$ cat config.mk
export PLATFORM = sky130hd
export DESIGN_NAME = alu_sequencer
export DESIGN_NICKNAME = d
export VERILOG_FILES = /design/src/rtl/alu_sequencer.sv
export SDC_FILE = /design/constraint.sdc
export NUM_CORES = 1
export LEC_CHECK = 0
export ABC_AREA = 1
export ABC_CLOCK_PERIOD_IN_PS = 7000
export BUFFER_PORTS_ARGS = -buffer_cell sky130_fd_sc_hd__clkbuf_2
export CAP_MARGIN = 40
export CORE_MARGIN = 2
export CORE_UTILIZATION = 54
export CTS_CLUSTER_SIZE = 20
export DETAILED_ROUTE_END_ITERATION = 8
export HOLD_SLACK_MARGIN = 0.15
export PLACE_DENSITY_LB_ADDON = 0.12
export SYNTH_ARGS = -nofsm -noshare
export SYNTH_HDL_FRONTEND = slang
export SYNTH_SLANG_ARGS = --single-unit
$ cat constraint.sdc
create_clock -name clk -period 7 [get_ports clk]
set_clock_uncertainty 0.2 [all_clocks]
set_input_delay 2.1 -clock clk [delete_from_list [all_inputs] [get_ports clk]]
set_output_delay 2.1 -clock clk [all_outputs]
set_load 0.01 [all_outputs]
$ cat src/rtl/alu_sequencer.sv
// alu_sequencer: accepts instructions, feeds a combinational ALU from a register file, retires results and flags
// Ports: clk/rst; instr_valid/instr_ready handshake with instr_opcode/rd/rs/imm/use_imm;
//        alu_opcode/alu_a/alu_b registered to the ALU, alu_out/alu_z/n/c/o back from it;
//        flags {Z,N,C,O}, done/illegal/div0 retire pulses, dbg_addr/dbg_data register peek.
module alu_sequencer #(
  parameter int DW = 16,
  parameter int NREG = 8,
  localparam int RW = $clog2(NREG)
) (
  input  logic          clk,
  input  logic          rst,
  input  logic          instr_valid,
  output logic          instr_ready,
  input  logic [5:0]    instr_opcode,
  input  logic [RW-1:0] instr_rd,
  input  logic [RW-1:0] instr_rs,
  input  logic [DW-1:0] instr_imm,
  input  logic          instr_use_imm,
  output logic [5:0]    alu_opcode,
  output logic [DW-1:0] alu_a,
  output logic [DW-1:0] alu_b,
  input  logic [DW-1:0] alu_out,
  input  logic          alu_z,
  input  logic          alu_n,
  input  logic          alu_c,
  input  logic          alu_o,
  output logic [3:0]    flags,
  output logic          done,
  output logic          illegal,
  output logic          div0,
  input  logic [RW-1:0] dbg_addr,
  output logic [DW-1:0] dbg_data
);
  typedef enum logic [1:0] {IDLE, EXEC, TRAP} state_t;
  state_t state;
  logic [DW-1:0] rf [NREG];
  logic [RW-1:0] rd_q;
  logic wb_q, ill_q;
  logic [DW-1:0] b_sel;
  logic bad, dz, unary, accept;
  assign instr_ready = state == IDLE;
  assign accept = instr_valid && instr_ready;
  assign dbg_data = rf[dbg_addr];
  assign b_sel = instr_use_imm ? instr_imm : rf[instr_rs];
  assign bad = instr_opcode < 6'h0A || instr_opcode > 6'h1B;
  assign dz = (instr_opcode == 6'h12 || instr_opcode == 6'h13) && b_sel == '0;
  assign unary = instr_opcode == 6'h17 || instr_opcode == 6'h1A || instr_opcode == 6'h1B;
  always_ff @(posedge clk or posedge rst) begin
    if (rst) begin
      state <= IDLE;
      for (int i = 0; i < NREG; i++) rf[i] <= '0;
      flags <= '0;
      alu_opcode <= '0;
      alu_a <= '0;
      alu_b <= '0;
      done <= 1'b0;
      illegal <= 1'b0;
      div0 <= 1'b0;
      rd_q <= '0;
      wb_q <= 1'b0;
      ill_q <= 1'b0;
    end else begin
      done <= 1'b0;
      illegal <= 1'b0;
      div0 <= 1'b0;
      case (state)
        IDLE: if (accept) begin
          rd_q <= instr_rd;
          // CMP and TST only update flags
          wb_q <= !(instr_opcode == 6'h18 || instr_opcode == 6'h19);
          ill_q <= bad;
          if (bad || dz) state <= TRAP;
          else begin
            state <= EXEC;
            alu_opcode <= instr_opcode;
            alu_a <= rf[instr_rd];
            alu_b <= unary ? '0 : b_sel;
          end
        end
        EXEC: begin
          state <= IDLE;
          flags <= {alu_z, alu_n, alu_c, alu_o};
          done <= 1'b1;
          if (wb_q) rf[rd_q] <= alu_out;
        end
        TRAP: begin
          state <= IDLE;
          done <= 1'b1;
          illegal <= ill_q;
          div0 <= !ill_q;
        end
        default: state <= IDLE;
      endcase
    end
  end
endmodule

== After elaboration in Yosys (flattened, before gate mapping) ==
Cells that the tools add are included.

* Register bits after elaboration: 180
* Bits in latches: 0
* Bits in writable memories: 0
* Bits in read-only memories: 0
* Bits of input ports: 55
* Output and inout bits: 62
* Memories kept: 0

* $add $sub $neg: 0
* $mul: 0
* Div/mod/pow operators: 0
* Order comparisons: 7
* Eq/ne operators: 10
* Shifts and indexed selects: 0
* Muxes and demuxes: 20
* Bitwise gates (word level): 5
* Reductions and logical operators: 17

{| class="wikitable"
|+ Operator list
! cell !! number
|-
| 16-bit binary-select mux with 3-bit select || 3
|-
| 16-bit 2-to-1 mux || 9
|-
| 128-bit bitwise mux || 1
|-
| 16-bit demux with 3-bit select || 1
|-
| 6-bit by 5-bit == test with 1-bit output, second input constant || 7
|-
| 4-bit greater-or-equal comparator, second input constant || 4
|-
| 16-bit zero test || 1
|-
| 3-bit NOT with 4-bit output || 4
|-
| 6-bit by 5-bit > comparator with 1-bit output, second input constant || 1
|-
| 1-bit logical OR || 6
|-
| 6-bit by 4-bit < comparator with 1-bit output, second input constant || 1
|-
| 2-bit 2-to-1 mux || 3
|-
| 4-bit by 1-bit < comparator with 1-bit output, second input constant || 1
|-
| 2-bit AND reduction || 2
|-
| 1-bit logical AND || 3
|-
| 1-bit 2-to-1 mux || 3
|-
| 3-bit AND reduction || 1
|-
| 2-bit by 1-bit == test with 1-bit output, second input constant || 1
|-
| 2-bit == test, second input constant || 1
|-
| 1-bit zero test || 2
|-
| 2-bit zero test || 1
|-
| 2-bit by 1-bit inequality test with 1-bit output, second input constant || 1
|-
| 2-bit OR reduction || 1
|-
| 1-bit NOT || 1
|}

== Logic depth before layout (Yosys ltp) ==
Gate-level depths: netlist of the first run.

* Depth in word-level cells: 11
* Depth in mapped cells: 17
* Mapped depth without buffers: 13

== Worst setup path after synthesis of the first run ==
OpenSTA, ideal clock, no wires.

* Kind: input -> output
* Start: input dbg_addr[0]
* End: output dbg_data[13]
* Arrival: 3220 ps
* Data required time: 4700 ps
* Slack: 1480 ps
* Cell stages on the path: 5
* Path buffers: 3
* Cells stage by stage: clkbuf_1 > clkbuf_1 > clkbuf_1 > o211ai_1 > a31oi_1

* Longest elaborated chain between the ends: 4

{| class="wikitable"
|+ Ends and longest elaborated chain
! item !! line !! text
|-
| from (decl) || 31 || <nowiki>input logic [RW-1:0] dbg_addr,</nowiki>
|-
| 3-bit NOT with 4-bit output (implied by the code) || 43 || <nowiki>assign dbg_data = rf[dbg_addr];</nowiki>
|-
| 16-bit binary-select mux with 3-bit select || 43 ||
|-
| 16-bit 2-to-1 mux (implied by the code) (2 in a row) || 43 ||
|-
| to (decl) || 32 || <nowiki>output logic [DW-1:0] dbg_data</nowiki>
|}

Every way passes these cells. The select of a mux whose other input is x is not followed.

== Final worst setup path of the first run ==
* Start: input dbg_addr[0]
* End: output dbg_data[12]

Same word-level chain as after synthesis.

==> impl_metrics.tcl, run 1 <==
set metrics [dict create \
    drt-wirelength-per-cell_um 17.8 \
    place_ws_ns 1.11 \
    drt_iter0_markers 1280 \
    fin_crit_sh 0.855 \
    cts_setup_buffers 0 \
    synth-edff-count 0 \
    syn-num-nets 1547 \
    num_rows 50 \
    dp_hpwl_um 20300 \
    postSynthRegisterBits 180 \
    io_buffer_count 116 \
    drc 0 \
    clock_sinks 180 \
    r2r_slack_ns 4.36 \
    grt_pass1_vias 9573 \
    final_layout_size_suffix_gt1_frac 0.120 \
    cts_tree "done" \
    yosysMostFrequentCell "nand2_1" \
    synth_cells 1489 \
    insertion_delay_ns 0.44 \
    timing.setup.tns_ns 0 \
    io_pins 117 \
    finalHoldViolCount 0 \
    ant_nets 0 \
    worstPathArrival_ns 3.68 \
    yosys-top-cells-count "nand2_1, o21ai_0, dfrtp_1, nand3_1, inv_1" \
    setup_violations 0 \
    startpoint_type "input port" \
    yosys-top-cells-area "dfrtp_1, nand2_1, o21ai_0" \
    final_max_slew_viol_count 0 \
    via_count 10569 \
    layout_min_cycle_time_ns 5.98 \
    grt.total_usage 0.321 \
    coreArea_sq_um 18800 \
    fin_ws_ns 1.02 \
    yosysTopAreaCellShare 0.432 \
    path_clk_slew_ns 0.07 \
    synth_flop_cell "dfrtp_1" \
    yosys_warnings 0 \
    grt_start_max_net_pins 181 \
    globalplace.congestion 0.903 \
    final.fill_count 1771 \
    yosysTopAreaCell "dfrtp_1" \
    cp.required_ns 4.70 \
    cts_root_buf "clkbuf_16" \
    antenna_cells 0 \
    final_nets 1596 \
    multi_input_area_sq_um 4930 \
    utilization 0.620 \
    finalWirelength_um 32300 \
    dr.pass1.iters 6 \
    cts_buffer_depth 2 \
    min_path_type "reg2reg" \
    hold_buffers 0 \
    initial_utilization 0.554 \
    status "complete, no violations" \
    max_cap_violations 0 \
    rsz0062_at_grt "false" \
    die_w_um 143 \
    cts_buffers 17 \
    die_y_um 143 \
    avgSynthCellArea_sq_um 7.00 \
    setup.worst_path.class "in2out" \
    maxSlewHeadroom 0.365 \
    power.leakage_nw 6.06 \
    finalPower_w 0.00427 \
    ir_worst_vdd_v 0.000196 \
    synth_area_sq_um 10400 \
    viasPerCell 5.84 \
    area_delta_synth_final_pct 12.0 \
    synthArstFlopShare 1.00 \
    dieArea_sq_um 20400 \
    fmax_mhz 167 \
    cts_resized 0 \
    antenna_found_initial 0 \
    worst_pin_slew_ns 0.953 \
    htreeDepth 4 \
    path_max_fanout 79 \
    ys_types 28 \
    grt_overflow 0 \
    grt_pass1_wl_um 51000 \
    p_per_area_nw_per_um2 366 \
    cp-end-kind "output pin" \
    ys_seq_area_frac 0.432 \
    regArea_sq_um 4500 \
]
[critical path: stages]
cell	delay, ns
clkbuf_2	0.10
buf_4	0.59
o21ai_0	0.15
o21ai_0	0.19
a21oi_1	0.06
a31oi_1	0.27
clkbuf_2	0.19
[flip-flops by register name, summed over array words and instances, names as in the netlist]
name,cells
illegal,1
alu_opcode,6
ill_q,1
div0,1
done,1
rf,128
flags,4
wb_q,1
alu_a,16
rd_q,3
alu_b,16
state,2
[kinds of logic (layout without fill, tap and decap cells)]
group | Yosys count | after routing | share of synthesized area
AO/OA/AOI/OAI | 452 | 452 | 0.228
flip-flops | 180 | 180 | 0.432
AND/OR/NAND/NOR | 610 | 610 | 0.236
buffers and inverters | 240 | 301 | 0.0956
multiplexers | 4 | 4 | 0.00432
adder cells (fa/ha/maj) | 3 | 3 | 0.00360
[layout make-up]
| class | instances | share of cell area |
|---|---|---|
| clock buffer | 19 | 0.0388 |
| clock inverter | 12 | 0.0123 |
| inverter | 129 | 0.0418 |
| multi-input combinational | 1069 | 0.422 |
| sequential | 180 | 0.386 |
| tap | 260 | 0.0279 |
| timing repair buffer | 141 | 0.0714 |
[placed cells by master, fill, tap and decap left out]
master      instances
bufinv_16           2
nand3_1           125
buf_16              2
a221oi_1            7
ha_1                3
o211ai_1           15
clkbuf_16          17
clkinv_4            2
buf_4              21
o21ai_0           273
clkbuf_2          116
o31ai_1             3
or2_0               4
clkinvlp_4          3
inv_2               6
a31oi_1            21
a21boi_0            1
inv_8               1
nor2_2              1
dfrtp_1           180
clkbuf_8            2
a211oi_1            1
nor3_1              1
o21ai_1             6
a41oi_1             1
nand2_1           415
inv_1             122
a21oi_1           122
buf_12              2
o211ai_2            1
clkinv_2            1
inv_6               4
a21boi_1            1
nand3_2             1
nor2_1             63
mux2_2              4
[report_power, final]
group | switching [W] | internal (W)
Combinational | 0.000873 | 0.000537
Sequential | 0.000377 | 0.00150
Clock | 0.000428 | 0.000550
Total | 0.00168 | 0.00259
[worst paths after layout]
kind	startpoint	endpoint	cells past startpoint
min	ill_q$_DFFE_PP0P_	div0$_DFF_PP0_	1
min reg2reg	ill_q$_DFFE_PP0P_	div0$_DFF_PP0_	1
min in group asynchronous	rst	rf[15]$_DFFE_PP0P_	3
max in group asynchronous	rst	rf[66]$_DFFE_PP0P_	3
max reg2reg	rf[85]$_DFFE_PP0P_	alu_b[3]$_DFFE_PP0P_	14
max	dbg_addr[0]	dbg_data[12]	7
[per-layer routing]
metal	GRT usage	part of all wire	vias to the layer above
met5	0	0	-
met4	0.0954	0.018	0
met3	0.0520	0.099	61
li1	-	-	5004
met2	0.495	0.45	583
met1	0.466	0.44	4921
[stage by stage]
stage	std cells	hold WS, ns	instance area [sq um]
detailed placement	1779	0.248	11100
global placement	1776	0.245	11000
CTS	1810	0.259	11700
finish	1810	0.253	11700
floorplan	1489	0.222	10400
global route	1810	0.269	11700
Power figures use the tool's default switching activity.
==> run 2, diff against run 1 <==
- CORE_UTILIZATION: 54 -> 55
- CTS_BUF_LIST: not set -> sky130_fd_sc_hd__clkbuf_2
- MAX_ROUTING_LAYER: not set -> met4
==> run 2 against run 1 <==
Effect of this change: sequential share of layout area is 1.3 points higher; flip-flop and latch count stayed put; sequential power hardly changed; hold slack better by 0.024 ns; die area is 1.8% lower; non-clock buffer count is 2 higher; largest cell class unchanged.
==> impl_metrics.tcl, run 2 (same netlist as run 1, synthesis figures left out) <==
set metrics [dict create \
    status "complete, no violations" \
    grt.total_usage 0.338 \
    worstPathArrival_ns 3.66 \
    cp.required_ns 4.70 \
    cp.depth 7 \
    dpl_cell_area_sq_um 11100 \
    holdCritStartpoint "ill_q$_DFFE_PP0P_" \
    crit_path_top_delay_cell "buf_4" \
    cts_buffers 17 \
    reg2reg_from "rf[2]$_DFFE_PP0P_" \
    grt_pass1_wl_um 51500 \
    cts_tree "done" \
    hold_buffers 0 \
    max_cap_violations 0 \
    via_count 10514 \
    path_max_fanout 79 \
    critPathMaxStageDelay_ns 0.59 \
    coreArea_sq_um 18600 \
    clock_sinks 180 \
    rsz0062_at_grt "false" \
    layout_min_cycle_time_ns 5.96 \
    utilization 0.606 \
    num_rows 50 \
    insertion_delay_ns 0.80 \
    cts_root_buf "clkbuf_2" \
    ir_worst_vdd_v 0.000155 \
    hold_end "div0$_DFF_PP0_" \
    final_nets 1598 \
    timing.setup.tns_ns 0 \
    drc 0 \
    cts_setup_buffers 0 \
    grt_pass1_vias 9588 \
    finalWirelength_um 32400 \
    power.leakage_nw 5.92 \
    cp-end-kind "output pin" \
    maxSlewHeadroom 0.371 \
    hold_ws_ns 0.277 \
    fin_crit_sh 0.851 \
    final_layout_size_suffix_gt1_frac 0.122 \
    grt_start_max_net_pins 181 \
    critPathBufInv 3 \
    min_path_type "reg2reg" \
    path_cells "clkbuf_2 > buf_4 > o21ai_0 > o21ai_0 > a21oi_1 > a31oi_1 > clkbuf_2" \
    r2r-end "alu_b[4]$_DFFE_PP0P_" \
    multi_input_area_sq_um 4930 \
    final.fill_count 1805 \
    min_path_cells 1 \
    dr.pass1.iters 8 \
    drt_iter0_markers 1438 \
    viasPerCell 5.88 \
    cpLargestDelayFamily "buffers and inverters" \
    final_cell_mix "nand2_1, o21ai_0, dfrtp_1" \
    finalHoldViolCount 0 \
    worst_pin_slew_ns 0.943 \
    largest_reg_flops 128 \
    antenna_found_initial 1 \
    path_clk_slew_ns 0.28 \
    dp_hpwl_um 20400 \
    initial_utilization 0.559 \
    fmax_mhz 168 \
    grt_overflow 0 \
    largest-register "rf" \
    ant_nets 0 \
    p_per_area_nw_per_um2 335 \
    final_area_sq_um 11300 \
    setup.worst_path.class "in2out" \
    cts_buffer_depth 2 \
    startpoint_type "input port" \
    io_buffer_count 116 \
    regArea_sq_um 4500 \
    die_y_um 142 \
    drt-wirelength-per-cell_um 18.1 \
    r2r_slack_ns 4.31 \
    final_common_cell "nand2_1" \
    globalplace.congestion 0.901 \
    dieArea_sq_um 20100 \
    io_pins 117 \
    area_delta_synth_final_pct 8.40 \
    final_max_slew_viol_count 0 \
    reg2reg_depth 14 \
    die_w_um 142 \
    setup_violations 0 \
    htreeDepth 4 \
    top_regs "rf: 128 flops, alu_a: 16 flops, alu_b: 16 flops" \
    cts_resized 0 \
]
run 2: cell count changes in the layout (fill, tap and decap cells not counted), sizes merged:
cell,previous run,this run
buf,25,27
bufinv,2,1
clkbuf,135,134
clkinv,3,4
clkinvlp,3,6
diode,0,2
inv,133,132
run 2: metrics by stage:
stage,std cells,setup WS (ns),total power (W)
6_report,1789,1.04,0.00379
3_5_place_dp,1755,1.07,0.00326
2_1_floorplan,1489,1.48,0.00277
4_1_cts,1787,1.07,0.00377
3_3_place_gp,1750,1.08,0.00320
5_1_grt,1789,0.896,0.00412
run 2: final cells by class:
cell class | count | share of cell area
clock inverter | 14 | 0.0112
antenna | 2 | 0.000443
sequential | 180 | 0.399
clock buffer | 18 | 0.00797
inverter | 129 | 0.0432
tap | 234 | 0.0259
multi-input combinational | 1069 | 0.436
timing repair buffer | 143 | 0.0768
run 2: worst register-to-register path: cells and delay by family (launching register included):
family                 cells  cell delay (ns)
and+or+nand+nor           12             1.54
DFF                        1             0.45
buffers and inverters      2             0.46
run 2: worst max path at each step:
stage          slack [ns]        start            to
2_1_floorplan        1.48  dbg_addr[0]  dbg_data[13]
3_3_place_gp         1.08  dbg_addr[0]  dbg_data[13]
3_5_place_dp         1.07  dbg_addr[0]  dbg_data[13]
4_1_cts              1.07  dbg_addr[0]  dbg_data[13]
5_1_grt              0.90  dbg_addr[0]  dbg_data[12]
6_report             1.04  dbg_addr[0]  dbg_data[13]
run 2: routing by layer:
layer  routed length [um]  vias up  global-route usage  share of wire
met2                13900      603               0.486           0.43
li1                     -     5013                   -              -
met3                 3460       82              0.0715           0.11
met5                    0        -                   -              0
met4                  863        0               0.117          0.027
met1                14100     4816               0.475           0.44
run 2: power breakdown:
group	leakage, nW	internal [W]	switching [W]	total [W]
Combinational	3.74	0.000539	0.000865	0.00140
Clock	0.124	0.000132	0.000390	0.000522
Sequential	2.05	0.00149	0.000372	0.00186
Total	5.92	0.00216	0.00163	0.00379
==> run 3, diff against run 2 <==
--- a/config.mk
+++ b/config.mk
@@ -17,3 +17,2 @@
 export HOLD_SLACK_MARGIN = 0.15
-export MAX_ROUTING_LAYER = met4
 export PLACE_DENSITY_LB_ADDON = 0.12
--- a/constraint.sdc
+++ b/constraint.sdc
@@ -4,2 +4,2 @@
 set_output_delay 2.1 -clock clk [all_outputs]
-set_load 0.01 [all_outputs]
+set_load 0.02 [all_outputs]
==> run 3 against run 2 <==
Effect of this change: wire length fell by 1.2%; via count fell by 0.52%; utilization fell by 0.11 points; power rose by 3.1%; clock power rose by 3%; die area did not move; cell count fell by 0.11%; worst setup slack got worse by 0.13 ns; combinational power rose by 8%; critical endpoint is now dbg_data[10]; largest cell class unchanged.
==> impl_metrics.tcl, run 3 (same netlist as run 1, synthesis figures left out) <==
set metrics [dict create \
    status "complete, no violations" \
    grt_overflow 0 \
    worstPathArrival_ns 3.79 \
    die_y_um 142 \
    cp_common_cell "clkbuf_2" \
    p_per_area_nw_per_um2 346 \
    min_path_cells 1 \
    reg2reg_depth 14 \
    hold_buffers 0 \
    final.fill_count 1804 \
    power.leakage_nw 5.91 \
    final_nets 1597 \
    dp_hpwl_um 20400 \
    cts_tree "done" \
    min_path_type "reg2reg" \
    critPathBufInv 4 \
    htreeDepth 4 \
    timing.setup.tns_ns 0 \
    path_max_fanout 26 \
    dpl_cell_area_sq_um 11000 \
    num_rows 50 \
    drc 0 \
    path_cells "clkbuf_2 > inv_1 > buf_4 > a21oi_1 > o21ai_0 > nand2_1 > nor2_1 > a31oi_1 > clkbuf_2" \
    final_layout_size_suffix_gt1_frac 0.120 \
    critPathMaxStageDelay_ns 0.46 \
    coreArea_sq_um 18600 \
    drt-wirelength-per-cell_um 17.9 \
    r2r_slack_ns 4.28 \
    ir_worst_vdd_v 0.000145 \
    insertion_delay_ns 0.79 \
    drt_iter0_markers 1135 \
    combPwrFrac 0.386 \
    path_clk_slew_ns 0.28 \
    clkPwrFrac 0.137 \
    swShare 0.445 \
    final_cell_mix "nand2_1, o21ai_0, dfrtp_1" \
    antenna_found_initial 1 \
    initial_utilization 0.559 \
    die_w_um 142 \
    finalHoldViolCount 0 \
    dr.pass1.iters 5 \
    cts_resized 0 \
    p_sw_w 0.00174 \
    fin_crit_sh 0.869 \
    maxSlewHeadroom 0.251 \
    grt.total_usage 0.325 \
    viasPerCell 5.85 \
    final_area_sq_um 11300 \
    r2r-end "alu_b[4]$_DFFE_PP0P_" \
    io_buffer_count 116 \
    cp-end-kind "output pin" \
    layout_min_cycle_time_ns 6.09 \
    seqPwrFrac 0.477 \
    top_regs "rf: 128 flops, alu_a: 16 flops, alu_b: 16 flops" \
    final_common_cell "nand2_1" \
    io_pins 117 \
    reg2reg_from "rf[96]$_DFFE_PP0P_" \
    worst_pin_slew_ns 1.12 \
    holdCritStartpoint "ill_q$_DFFE_PP0P_" \
    cts_root_buf "clkbuf_2" \
    crit_path_top_delay_cell "clkbuf_2" \
    cpLargestDelayFamily "buffers and inverters" \
    finalWirelength_um 32000 \
    cp.required_ns 4.70 \
    grt_pass1_wl_um 51000 \
    setup_violations 0 \
    via_count 10459 \
    area_delta_synth_final_pct 8.21 \
    clock_sinks 180 \
    final_max_slew_viol_count 0 \
    largest_reg_flops 128 \
    hold_end "div0$_DFF_PP0_" \
    intPower_w 0.00217 \
    grt_pass1_vias 9423 \
    rsz0062_at_grt "false" \
    grt_start_max_net_pins 181 \
    largest-register "rf" \
    globalplace.congestion 0.916 \
    dieArea_sq_um 20100 \
    ant_nets 0 \
    cts_setup_buffers 0 \
    startpoint_type "input port" \
    cts_buffers 17 \
    fmax_mhz 164 \
    setup.worst_path.class "in2out" \
    max_cap_violations 0 \
    cts_buffer_depth 2 \
]
[run 3: layout make-up]
cell class	instances	area (sq um)	area share
well taps	234	293	0.0260
clock buffers	18	90.1	0.00798
flip-flops and latches	180	4500	0.399
repair buffers	142	836	0.0741
multi-input cells	1069	4930	0.437
diodes	1	2.50	0.000222
clock inverters	14	141	0.0125
inverters	129	488	0.0433
[run 3: worst register-to-register path, cell delays in order (launching register included)]
cell,delay (ns)
dfrtp_1,0.49
inv_1,0.10
nand2_1,0.05
nand3_1,0.09
nand3_1,0.10
nand3_1,0.26
nand2_1,0.08
nor2_1,0.11
nand2_1,0.06
nor2_1,0.13
nand3_2,0.09
nand2_1,0.38
buf_4,0.36
nand2_1,0.10
nand2_1,0.07
[run 3: how the worst max path moves through the flow]
stage / from / to / slack, ns / depth (start not counted)
3_5_place_dp: dbg_addr[1] / dbg_data[10] / 0.96 / 9
6_report: dbg_addr[1] / dbg_data[10] / 0.91 / 9
3_3_place_gp: dbg_addr[1] / dbg_data[10] / 1.01 / 9
5_1_grt: dbg_addr[1] / dbg_data[10] / 0.83 / 9
4_1_cts: dbg_addr[1] / dbg_data[10] / 0.97 / 9
2_1_floorplan: dbg_addr[0] / dbg_data[0] / 1.33 / 5
[run 3: per-stage QoR]
stage,util,setup WS [ns],hold WS (ns),std cells,total power [W]
2_1_floorplan,-,1.33,0.222,1489,0.00287
3_3_place_gp,0.588,1.01,0.253,1749,0.00331
3_5_place_dp,0.593,0.963,0.257,1754,0.00336
4_1_cts,0.605,0.965,0.286,1786,0.00389
5_1_grt,0.605,0.827,0.302,1787,0.00423
6_report,0.605,0.915,0.285,1787,0.00391
[run 3: power by group through the flow]
stage | logic [W] | registers (W) | clock network, W
finish | 0.00151 | 0.00186 | 0.000536
global route | 0.00173 | 0.00192 | 0.000583
CTS | 0.00150 | 0.00184 | 0.000546
detailed placement | 0.00149 | 0.00187 | 0
global placement | 0.00145 | 0.00186 | 0
floorplan | 0.000967 | 0.00191 | 0
[run 3: metal layers]
metal / global-route usage / up-vias / share of wire
li1: - / 5019 / -
met1: 0.484 / 4812 / 0.45
met2: 0.476 / 565 / 0.43
met3: 0.0712 / 63 / 0.10
met4: 0.0958 / 0 / 0.023
met5: 0 / - / 0
